===== config.mk =====
export PLATFORM = sky130hd
export DESIGN_NAME = ofdm_sym_sched_flat
export DESIGN_NICKNAME = d
export VERILOG_FILES = /design/src/rtl/ofdm_sym_sched_if.sv /design/src/rtl/ofdm_sym_sched.sv /design/src/flat_wrapper.sv
export SDC_FILE = /design/constraint.sdc
export NUM_CORES = 1
export LEC_CHECK = 0
export BUFFER_PORTS_ARGS = -buffer_cell sky130_fd_sc_hd__buf_4
export CORE_ASPECT_RATIO = 1.75
export CORE_MARGIN = 3
export CORE_UTILIZATION = 31
export DETAILED_ROUTE_END_ITERATION = 7
export SLEW_MARGIN = 40
export SYNTH_ARGS = -nofsm -noshare
export SYNTH_HDL_FRONTEND = slang
export SYNTH_SLANG_ARGS = --single-unit

===== constraint.sdc =====
create_clock -name clk -period 2 [get_ports clk]
set_input_delay 0.2 -clock clk [delete_from_list [all_inputs] [get_ports clk]]
set_output_delay 0.2 -clock clk [all_outputs]
set_load 0.05 [all_outputs]

===== src/rtl/ofdm_sym_sched_if.sv =====
// Bus bundle for ofdm_sym_sched: frame control, capture-memory read port,
// FFT input stream and status. The master modport is the sequencer side.
//
// Handshake semantics: there is no back-pressure anywhere on this bus.
// start, peak_vld, fft_start, fft_done and done are single-cycle pulses
// qualified by the receiver's state. mem_rd_en qualifies mem_rd_addr, and
// read data returns exactly one cycle later. fft_in_vld qualifies
// fft_in_real/imag, which read as 0 whenever fft_in_vld is low.
interface ofdm_sym_sched_if;
  logic               start;
  logic               peak_vld;
  logic        [9:0]  d_peak;
  logic               mem_rd_en;
  logic        [9:0]  mem_rd_addr;
  logic signed [15:0] mem_rd_real;
  logic signed [15:0] mem_rd_imag;
  logic               fft_start;
  logic               fft_in_vld;
  logic signed [15:0] fft_in_real;
  logic signed [15:0] fft_in_imag;
  logic               fft_done;
  logic        [3:0]  sym_idx;
  logic               busy;
  logic               done;
  logic               err;

  modport master (
    input  start, peak_vld, d_peak, mem_rd_real, mem_rd_imag, fft_done,
    output mem_rd_en, mem_rd_addr, fft_start, fft_in_vld, fft_in_real,
           fft_in_imag, sym_idx, busy, done, err
  );

  modport slave (
    output start, peak_vld, d_peak, mem_rd_real, mem_rd_imag, fft_done,
    input  mem_rd_en, mem_rd_addr, fft_start, fft_in_vld, fft_in_real,
           fft_in_imag, sym_idx, busy, done, err
  );
endinterface


===== src/rtl/ofdm_sym_sched.sv =====
// Multi-symbol RX sequencer. After a sync peak it walks M_SYM OFDM symbols,
// skipping the CP of each, reading N samples from capture memory into one
// shared FFT and waiting for fft_done before the next symbol.
// Optional macro OFDM_SCHED_TIMEOUT_EN adds a fft_done watchdog (TO_CYC).
// state_dbg exposes the FSM state for checkers.
module ofdm_sym_sched #(
  parameter int N      = 64,
  parameter int G      = 16,
  parameter int M_SYM  = 3,
`ifdef OFDM_SCHED_TIMEOUT_EN
  parameter int LEN    = 800,
  parameter int TO_CYC = 1023
`else
  parameter int LEN    = 800
`endif
) (
  input  logic             clk,
  input  logic             rst_n,
  ofdm_sym_sched_if.master bus,
  output logic [2:0]       state_dbg
);

  typedef enum logic [2:0] {
    ST_IDLE      = 3'd0,
    ST_WAIT_PEAK = 3'd1,
    ST_CHECK     = 3'd2,
    ST_LAUNCH    = 3'd3,
    ST_FEED      = 3'd4,
    ST_WAIT_FFT  = 3'd5
  } state_t;

  localparam int          KW       = $clog2(N) + 1;
  localparam logic [10:0] G11      = 11'(G);
  localparam logic [10:0] STEP     = 11'(N + G);
  localparam logic [10:0] LAST_OFF = 11'(N - 1);
  localparam logic [10:0] LIM      = 11'(LEN - 1);
  localparam logic [KW-1:0] K_LAST = KW'(N - 1);
  localparam logic [3:0]  SYM_LAST = 4'(M_SYM - 1);

  state_t          state;
  logic [10:0]     base;
  logic [KW-1:0]   k;
  logic [3:0]      sym_q;
  logic            rd_en_q;
  logic            vld_q;
  logic            fft_start_q;
  logic            done_q;
  logic            err_q;
  logic [10:0]     addr_sum;
  logic [10:0]     last_addr;

`ifdef OFDM_SCHED_TIMEOUT_EN
  localparam logic [9:0] WD_LAST = 10'(TO_CYC - 1);
  logic [9:0] wd;
`endif

  // base never exceeds LEN-N at a read, so 11 bits hold base+k and base+N-1
  assign addr_sum  = base + 11'(k);
  assign last_addr = base + LAST_OFF;

  // Sequencer FSM with all control outputs registered
  always_ff @(posedge clk or negedge rst_n) begin
    if (!rst_n) begin
      state       <= ST_IDLE;
      base        <= '0;
      k           <= '0;
      sym_q       <= '0;
      rd_en_q     <= 1'b0;
      fft_start_q <= 1'b0;
      done_q      <= 1'b0;
      err_q       <= 1'b0;
`ifdef OFDM_SCHED_TIMEOUT_EN
      wd          <= '0;
`endif
    end else begin
      fft_start_q <= 1'b0;
      done_q      <= 1'b0;
      case (state)
        ST_IDLE: begin
          if (bus.start) begin
            err_q <= 1'b0;
            state <= ST_WAIT_PEAK;
          end
        end
        ST_WAIT_PEAK: begin
          if (bus.peak_vld) begin
            base  <= {1'b0, bus.d_peak} + G11;
            sym_q <= '0;
            state <= ST_CHECK;
          end
        end
        ST_CHECK: begin
          // Abort the frame if this symbol would run past the capture buffer
          if (last_addr > LIM) begin
            err_q  <= 1'b1;
            done_q <= 1'b1;
            state  <= ST_IDLE;
          end else begin
            fft_start_q <= 1'b1;
            k           <= '0;
            state       <= ST_LAUNCH;
          end
        end
        ST_LAUNCH: begin
          rd_en_q <= 1'b1;
          state   <= ST_FEED;
        end
        ST_FEED: begin
          if (k == K_LAST) begin
            rd_en_q <= 1'b0;
            state   <= ST_WAIT_FFT;
`ifdef OFDM_SCHED_TIMEOUT_EN
            wd      <= '0;
`endif
          end else begin
            k <= k + 1'b1;
          end
        end
        ST_WAIT_FFT: begin
          if (bus.fft_done) begin
            if (sym_q == SYM_LAST) begin
              done_q <= 1'b1;
              state  <= ST_IDLE;
            end else begin
              sym_q <= sym_q + 1'b1;
              base  <= base + STEP;
              state <= ST_CHECK;
            end
          end
`ifdef OFDM_SCHED_TIMEOUT_EN
          // done lands TO_CYC cycles after entering WAIT_FFT
          else if (wd == WD_LAST) begin
            err_q  <= 1'b1;
            done_q <= 1'b1;
            state  <= ST_IDLE;
          end else begin
            wd <= wd + 1'b1;
          end
`endif
        end
        default: state <= ST_IDLE;
      endcase
    end
  end

  // Align the FFT valid with the one-cycle memory read latency
  always_ff @(posedge clk or negedge rst_n) begin
    if (!rst_n) vld_q <= 1'b0;
    else        vld_q <= rd_en_q;
  end

  assign bus.mem_rd_en   = rd_en_q;
  assign bus.mem_rd_addr = rd_en_q ? addr_sum[9:0] : 10'd0;
  assign bus.fft_start   = fft_start_q;
  assign bus.fft_in_vld  = vld_q;
  assign bus.fft_in_real = vld_q ? bus.mem_rd_real : 16'sd0;
  assign bus.fft_in_imag = vld_q ? bus.mem_rd_imag : 16'sd0;
  assign bus.sym_idx     = sym_q;
  assign bus.busy        = (state != ST_IDLE);
  assign bus.done        = done_q;
  assign bus.err         = err_q;
  assign state_dbg       = state;

endmodule


===== src/flat_wrapper.sv =====
// flat-port wrapper written by rule: the top's interface ports become plain ports
module ofdm_sym_sched_flat 
#(
  parameter int N      = 64,
  parameter int G      = 16,
  parameter int M_SYM  = 3,

  parameter int LEN    = 800

)
  (clk, rst_n, state_dbg, bus_start, bus_peak_vld, bus_d_peak, bus_mem_rd_real, bus_mem_rd_imag, bus_fft_done, bus_mem_rd_en, bus_mem_rd_addr, bus_fft_start, bus_fft_in_vld, bus_fft_in_real, bus_fft_in_imag, bus_sym_idx, bus_busy, bus_done, bus_err);
  ofdm_sym_sched_if bus_i ();
  input  logic clk;
  input  logic rst_n;
  output logic [2:0] state_dbg;
  input wire logic [$bits(bus_i.start)-1:0] bus_start;
  input wire logic [$bits(bus_i.peak_vld)-1:0] bus_peak_vld;
  input wire logic [$bits(bus_i.d_peak)-1:0] bus_d_peak;
  input wire logic [$bits(bus_i.mem_rd_real)-1:0] bus_mem_rd_real;
  input wire logic [$bits(bus_i.mem_rd_imag)-1:0] bus_mem_rd_imag;
  input wire logic [$bits(bus_i.fft_done)-1:0] bus_fft_done;
  output wire logic [$bits(bus_i.mem_rd_en)-1:0] bus_mem_rd_en;
  output wire logic [$bits(bus_i.mem_rd_addr)-1:0] bus_mem_rd_addr;
  output wire logic [$bits(bus_i.fft_start)-1:0] bus_fft_start;
  output wire logic [$bits(bus_i.fft_in_vld)-1:0] bus_fft_in_vld;
  output wire logic [$bits(bus_i.fft_in_real)-1:0] bus_fft_in_real;
  output wire logic [$bits(bus_i.fft_in_imag)-1:0] bus_fft_in_imag;
  output wire logic [$bits(bus_i.sym_idx)-1:0] bus_sym_idx;
  output wire logic [$bits(bus_i.busy)-1:0] bus_busy;
  output wire logic [$bits(bus_i.done)-1:0] bus_done;
  output wire logic [$bits(bus_i.err)-1:0] bus_err;
  assign bus_i.start = bus_start;
  assign bus_i.peak_vld = bus_peak_vld;
  assign bus_i.d_peak = bus_d_peak;
  assign bus_i.mem_rd_real = bus_mem_rd_real;
  assign bus_i.mem_rd_imag = bus_mem_rd_imag;
  assign bus_i.fft_done = bus_fft_done;
  assign bus_mem_rd_en = bus_i.mem_rd_en;
  assign bus_mem_rd_addr = bus_i.mem_rd_addr;
  assign bus_fft_start = bus_i.fft_start;
  assign bus_fft_in_vld = bus_i.fft_in_vld;
  assign bus_fft_in_real = bus_i.fft_in_real;
  assign bus_fft_in_imag = bus_i.fft_in_imag;
  assign bus_sym_idx = bus_i.sym_idx;
  assign bus_busy = bus_i.busy;
  assign bus_done = bus_i.done;
  assign bus_err = bus_i.err;
  ofdm_sym_sched #(.N(N), .G(G), .M_SYM(M_SYM), .LEN(LEN)) u_core (.clk(clk), .rst_n(rst_n), .bus(bus_i), .state_dbg(state_dbg));
endmodule

-- Word level (Yosys, flattened, before mapping)
Index checks and enable logic that the tools add are counted.
- word-level logic and storage cells: 74
- register bits after elaboration: 30
- output and inout port bits: 55
- input bits: 47
- add/subtract/negate cells: 6
- eq/ne operators: 15
- muxes and demuxes: 32
- reductions and logical operators: 11
- magnitude comparators: 1
- operators with widths (operator ; number):
    2-to-1 mux 11 bit ; 3
    2-to-1 mux 16 bit ; 2
    case mux 11 bit (2 select lines) ; 1
    case mux 3 bit (6 select lines) ; 1
    2-to-1 mux 7 bit ; 2
    case mux 7 bit (2 select lines) ; 1
    2-to-1 mux 3 bit ; 4
    2-to-1 mux 4 bit ; 3
    != test 2 bit (second input constant) ; 6
    adder 10 x 5 -> 11 bit (second input constant) ; 1
    adder 11 x 6 -> 11 bit (second input constant) ; 1
    adder 11 x 7 -> 11 bit (second input constant) ; 1
    greater-than comparator 11 x 10 -> 1 bit (second input constant) ; 1
    adder 10 x 7 -> 10 bit ; 1
    2-to-1 mux 10 bit ; 1
    2-to-1 mux 1 bit ; 8
    case mux 4 bit (2 select lines) ; 1
    AND reduction 4 bit ; 2
    nonzero test 2 bit ; 4
    adder 7 x 1 -> 7 bit (second input constant) ; 1
    == test 7 x 6 -> 1 bit (second input constant) ; 1
    == test 3 x 2 -> 1 bit (second input constant) ; 2
    == test 3 bit (second input constant) ; 2
    case mux 1 bit (2 select lines) ; 3
    9 further kinds ; 12

-- Logic depth before layout (Yosys ltp)
- depth in word-level cells: 4
- depth in mapped cells: 9
- depth with buffers taken out: 8

-- Worst setup path after synthesis
OpenSTA, ideal clock, no wires.
- path kind: register to output
- from: register u_core.k[1]
- to: output bus_mem_rd_addr[9]
- arrival time: 2.790 ns
- slack: -0.990 ns
- path buffers: 0
- cell stages (with the launch flop): 8
- required time: 1.800 ns
- cell sequence: dfrtp_1 > ha_1 > a21o_1 > a21oi_1 > o21bai_1 > a21boi_0 > or4_1 > a21boi_0
- word-level cells in the longest chain between the ends: 2
- ends and longest elaborated chain (item ; line ; text):
    start, declared ; ofdm_sym_sched.sv:42 ; logic [KW-1:0] k;
    start signal, assigned ; ofdm_sym_sched.sv:116 ; k <= k + 1'b1;
    adder 10 x 7 -> 10 bit ; ofdm_sym_sched.sv:58 ; assign addr_sum = base + 11'(k);
    2-to-1 mux 10 bit ; ofdm_sym_sched.sv:153 ; assign bus.mem_rd_addr = rd_en_q ? addr_sum[9:0] : 10'd0;
    end, declared ; flat_wrapper.sv:23 ; output wire logic [$bits(bus_i.mem_rd_addr)-1:0] bus_mem_rd_addr;
No other way between the ends.

-- Worst setup path in the final report
- from: register u_core.base[0]
- to: output bus_mem_rd_addr[6]
- word-level cells in the longest chain between the ends: 2
- ends and longest elaborated chain (item ; line ; text):
    start, declared ; ofdm_sym_sched.sv:41 ; logic [10:0] base;
    start signal, assigned ; ofdm_sym_sched.sv:87 ; base <= {1'b0, bus.d_peak} + G11;
    start signal, assigned ; ofdm_sym_sched.sv:126 ; base <= base + STEP;
    adder 10 x 7 -> 10 bit ; ofdm_sym_sched.sv:58 ;
    2-to-1 mux 10 bit ; ofdm_sym_sched.sv:153 ;
No other way between the ends.

==> impl_metrics.json <==
{
  "synthesis.instances": 279,
  "min-delay-path-class": "input port to flop",
  "synth_area_per_cell_um2": 8.46,
  "area_occupied_by_multi_input_gates_um2": 1730,
  "clk_pin_slew_ns": 0.05,
  "chip_width_um": 72.0,
  "path_depth_of_the_worst_reg2reg_path": 10,
  "final_layout_size_suffix_gt1_share_pct": 48.0,
  "layout_setup_ws_ns": -0.411,
  "synth_seq_area_share_pct": 31.8,
  "synthAdderAreaFrac_pct": 8.80,
  "flow.area_growth_from_synthesis_pct": 69.9,
  "postLayoutCellArea_um2": 4010,
  "dominant_combinational_cell_family_by_area_after_synthesis": "simple AND/OR/NAND/NOR gates",
  "wirelength_um": 7630,
  "synth-compound-area-share_pct": 19.9,
  "antenna-diode-count": 0,
  "setup-tns-final_ns": -4.48,
  "synth.top_cells.by_area": "sky130_fd_sc_hd__dfrtp_1, sky130_fd_sc_hd__and2_1, sky130_fd_sc_hd__ha_1",
  "ios": 102,
  "tritoncts_num_sinks": 30,
  "n_fill_cell": 665,
  "worst_hold_path.endpoint": "u_core.base[4]",
  "clock.fmax_mhz": 415,
  "floorplan.initialDensity_pct": 32.4,
  "route.antenna.remaining_nets": 0,
  "power.static_leakage_nw": 1.94,
  "fp.dieArea_um2": 8740,
  "maxSlewHeadroom_pct": 57.9,
  "finalWeightedCongestion": 0.849,
  "path_class": "flop to primary output",
  "clock-root-buffer": "sky130_fd_sc_hd__clkbuf_16",
  "detail_route.first_pass.iterations": 4,
  "fin_worst_skew_ns": 0.00464,
  "number_of_synthesized_register_bits": 30,
  "yosys.cell_count.top_type": "sky130_fd_sc_hd__and2_1",
  "rsz_0062_raised_after_global_routing": "yes",
  "status": "finished with violations",
  "period_minus_slack_ns": 2.41,
  "max-vdd-ir-drop_mv": 1.13,
  "place_hpwl_um": 5960,
  "first_pass_grt_wire_length_um": 11900,
  "placement.cell_area_um2": 3490,
  "buffer_ports.inserted": 101,
  "post-synth-top-area-fraction_pct": 31.8,
  "clock_tree.htree_level_count": 2,
  "final_routed_wire_length_divided_by_cell_count_um": 15.0,
  "regToRegEndpoint": "u_core.k[1]",
  "synth.cell_area_um2": 2360,
  "combined_flip_flop_and_latch_cell_area_um2": 754,
  "fin_util_pct": 55.0,
  "worstMarginPinSlew_ns": 0.631,
  "cp_max_fo": 3,
  "timing.critical_path.required_ns": 1.80,
  "synthesis.yosys.warnings": 0,
  "final_clock_period_utilization_by_the_worst_path_pct": 121,
  "clock_latency_at_the_later_pin_of_the_worst_skew_pair_ns": 0.28,
  "postSynth.topFlopCell": "sky130_fd_sc_hd__dfrtp_1",
  "finalNetCount": 483,
  "via_count": 2597,
  "drt-vias-per-instance": 5.12,
  "global_route.usage.total_pct": 17.6,
  "synth_xor_xnor_area_share_pct": 5.20,
  "ys_types": 49,
  "setup.reg_to_reg.worst_slack_ns": -0.27,
  "report.final.slew_viol_count": 0,
  "setup.worst_path.end_class": "primary output",
  "muxShareOfSynthArea_pct": 3.13,
  "std_cell_rows": 41,
  "remaining_drc_errors": 0,
  "synth_edf_count": 0,
  "via_count_of_the_first_global_routing_pass": 2523,
  "hold_depth": 2,
  "final_hold_viols": 0,
  "grt_start_max_net_pins": 34,
  "regToRegStartpoint": "u_core.base[0]",
  "synth_nets": 342,
  "max_cap_viol_count": 0,
  "startpoint_type": "flop",
  "final-setup-viol-count": 20,
  "holdCritStartpoint": "bus_d_peak[4]",
  "overflow": 0,
  "ys_async_sr_fraction_pct": 100,
  "antenna_found_initial": 0,
  "worstSetupStartpoint": "u_core.base[0]",
  "die_h_um": 121,
  "cts_tree": "built",
  "yosys.area_share.simple_pct": 26.8,
  "clockBufferDepth": 2,
  "timing.hold.ws_ns": 0.114,
  "yosysTopAreaCell": "sky130_fd_sc_hd__dfrtp_1",
  "numCtsBuffers": 5,
  "violated_checks": "setup timing",
  "drt_iter0_drc": 87,
  "yosys-top-cells-count": "sky130_fd_sc_hd__and2_1, sky130_fd_sc_hd__dfrtp_1, sky130_fd_sc_hd__a21oi_1",
  "placeableCoreArea_um2": 7280,
  "cellPowerDensity_nw_per_um2": 1730,
  "crit_arrival_ns": 2.21
}
logic make-up after synthesis:
logic type                 after synthesis
muxes                                    7
buffers and inverters                   26
adders and majority gates               16
and+or+nand+nor                        114
DFF                                     30
xor gates and xnor gates                14
AOI/OAI and AO/OA                       72
state kept, by name, indices dropped and copies added (netlist names):
name and cells:
u_core.bus.fft_start 1, u_core.bus.fft_in_vld 1, u_core.state_dbg 3, u_core.bus.sym_idx 4, u_core.bus.err 1, u_core.base 11, u_core.k 7, u_core.bus.mem_rd_en 1
u_core.bus.done 1
routing by layer:
| layer | GRT usage, % | part of all wire (%) | vias up |
|---|---|---|---|
| li1 | - | - | 1268 |
| met2 | 34.4 | 55 | 114 |
| met1 | 16.4 | 33 | 1201 |
| met3 | 4.23 | 9.1 | 14 |
| met5 | 0 | 0 | - |
| met4 | 8.24 | 3.0 | 0 |
how the worst max path moves through the flow:
| stage | to | slack (ns) | cells after the start |
|---|---|---|---|
| floorplan | bus_mem_rd_addr[9] | -0.13 | 7 |
| global placement | bus_mem_rd_addr[6] | -0.20 | 9 |
| detailed placement | bus_mem_rd_addr[9] | -0.21 | 8 |
| CTS | bus_mem_rd_addr[6] | -0.44 | 9 |
| global route | bus_mem_rd_addr[6] | -0.51 | 9 |
| finish | bus_mem_rd_addr[6] | -0.41 | 9 |
cells in the final DEF (no fill, tap or decap), drive strengths merged, types with 4 or more instances in the layout:
cell    instances
buf           148
and2           43
dfrtp          30
a21oi          19
nand2          18
o21ai          17
nor2           16
ha             15
inv            11
xnor2          11
nand3          10
clkbuf          6
nand3b          4
mux2i           4
o21bai          4
or3             4
a31oi           4
nor3            4
layout make-up:
class                      instances  share of cell area (%)
multi-input combinational        223                    43.1
timing repair buffer             149                    29.4
sequential                        30                    18.8
clock buffer                       6                    3.46
tap                               86                    2.68
clock inverter                     2                    1.50
inverter                          11                    1.09
critical path: stages (launching register included):
cell and delay [ns]:
sky130_fd_sc_hd__dfrtp_1 0.39, sky130_fd_sc_hd__ha_2 0.19, sky130_fd_sc_hd__fa_2 0.34, sky130_fd_sc_hd__a21o_1 0.18, sky130_fd_sc_hd__a21oi_2 0.16, sky130_fd_sc_hd__o21bai_1 0.08
sky130_fd_sc_hd__a21oi_1 0.16, sky130_fd_sc_hd__xnor2_1 0.14, sky130_fd_sc_hd__and2_4 0.16, sky130_fd_sc_hd__buf_8 0.14
per-stage QoR:
| stage | total power [mW] | setup WS [ns] | cells |
|---|---|---|---|
| after CTS | 6.81 | -0.437 | 504 |
| after global placement | 5.32 | -0.200 | 488 |
| final | 6.92 | -0.411 | 507 |
| after global routing | 7.34 | -0.506 | 507 |
| after floorplan | 3.97 | -0.132 | 279 |
| after detailed placement | 5.37 | -0.213 | 488 |
report_power, final:
group	leakage [nW]	total, mW	switching [mW]	internal, mW
clock network	0.0971	1.02	0.273	0.747
logic	1.46	4.75	2.81	1.94
registers	0.382	1.15	0.333	0.817
total	1.94	6.92	3.41	3.50
repair_timing:
item                                   in CTS  in global routing
endpoints found under the hold margin      30                  0
buffers inserted                            7                  4
resized for setup                          36                 17
pin swaps                                  19                  5
hold buffers                                1                  0
setup endpoints to repair                  20                 20
gates cloned                                0                  0
Note: power is estimated with default switching activity, not from simulation.
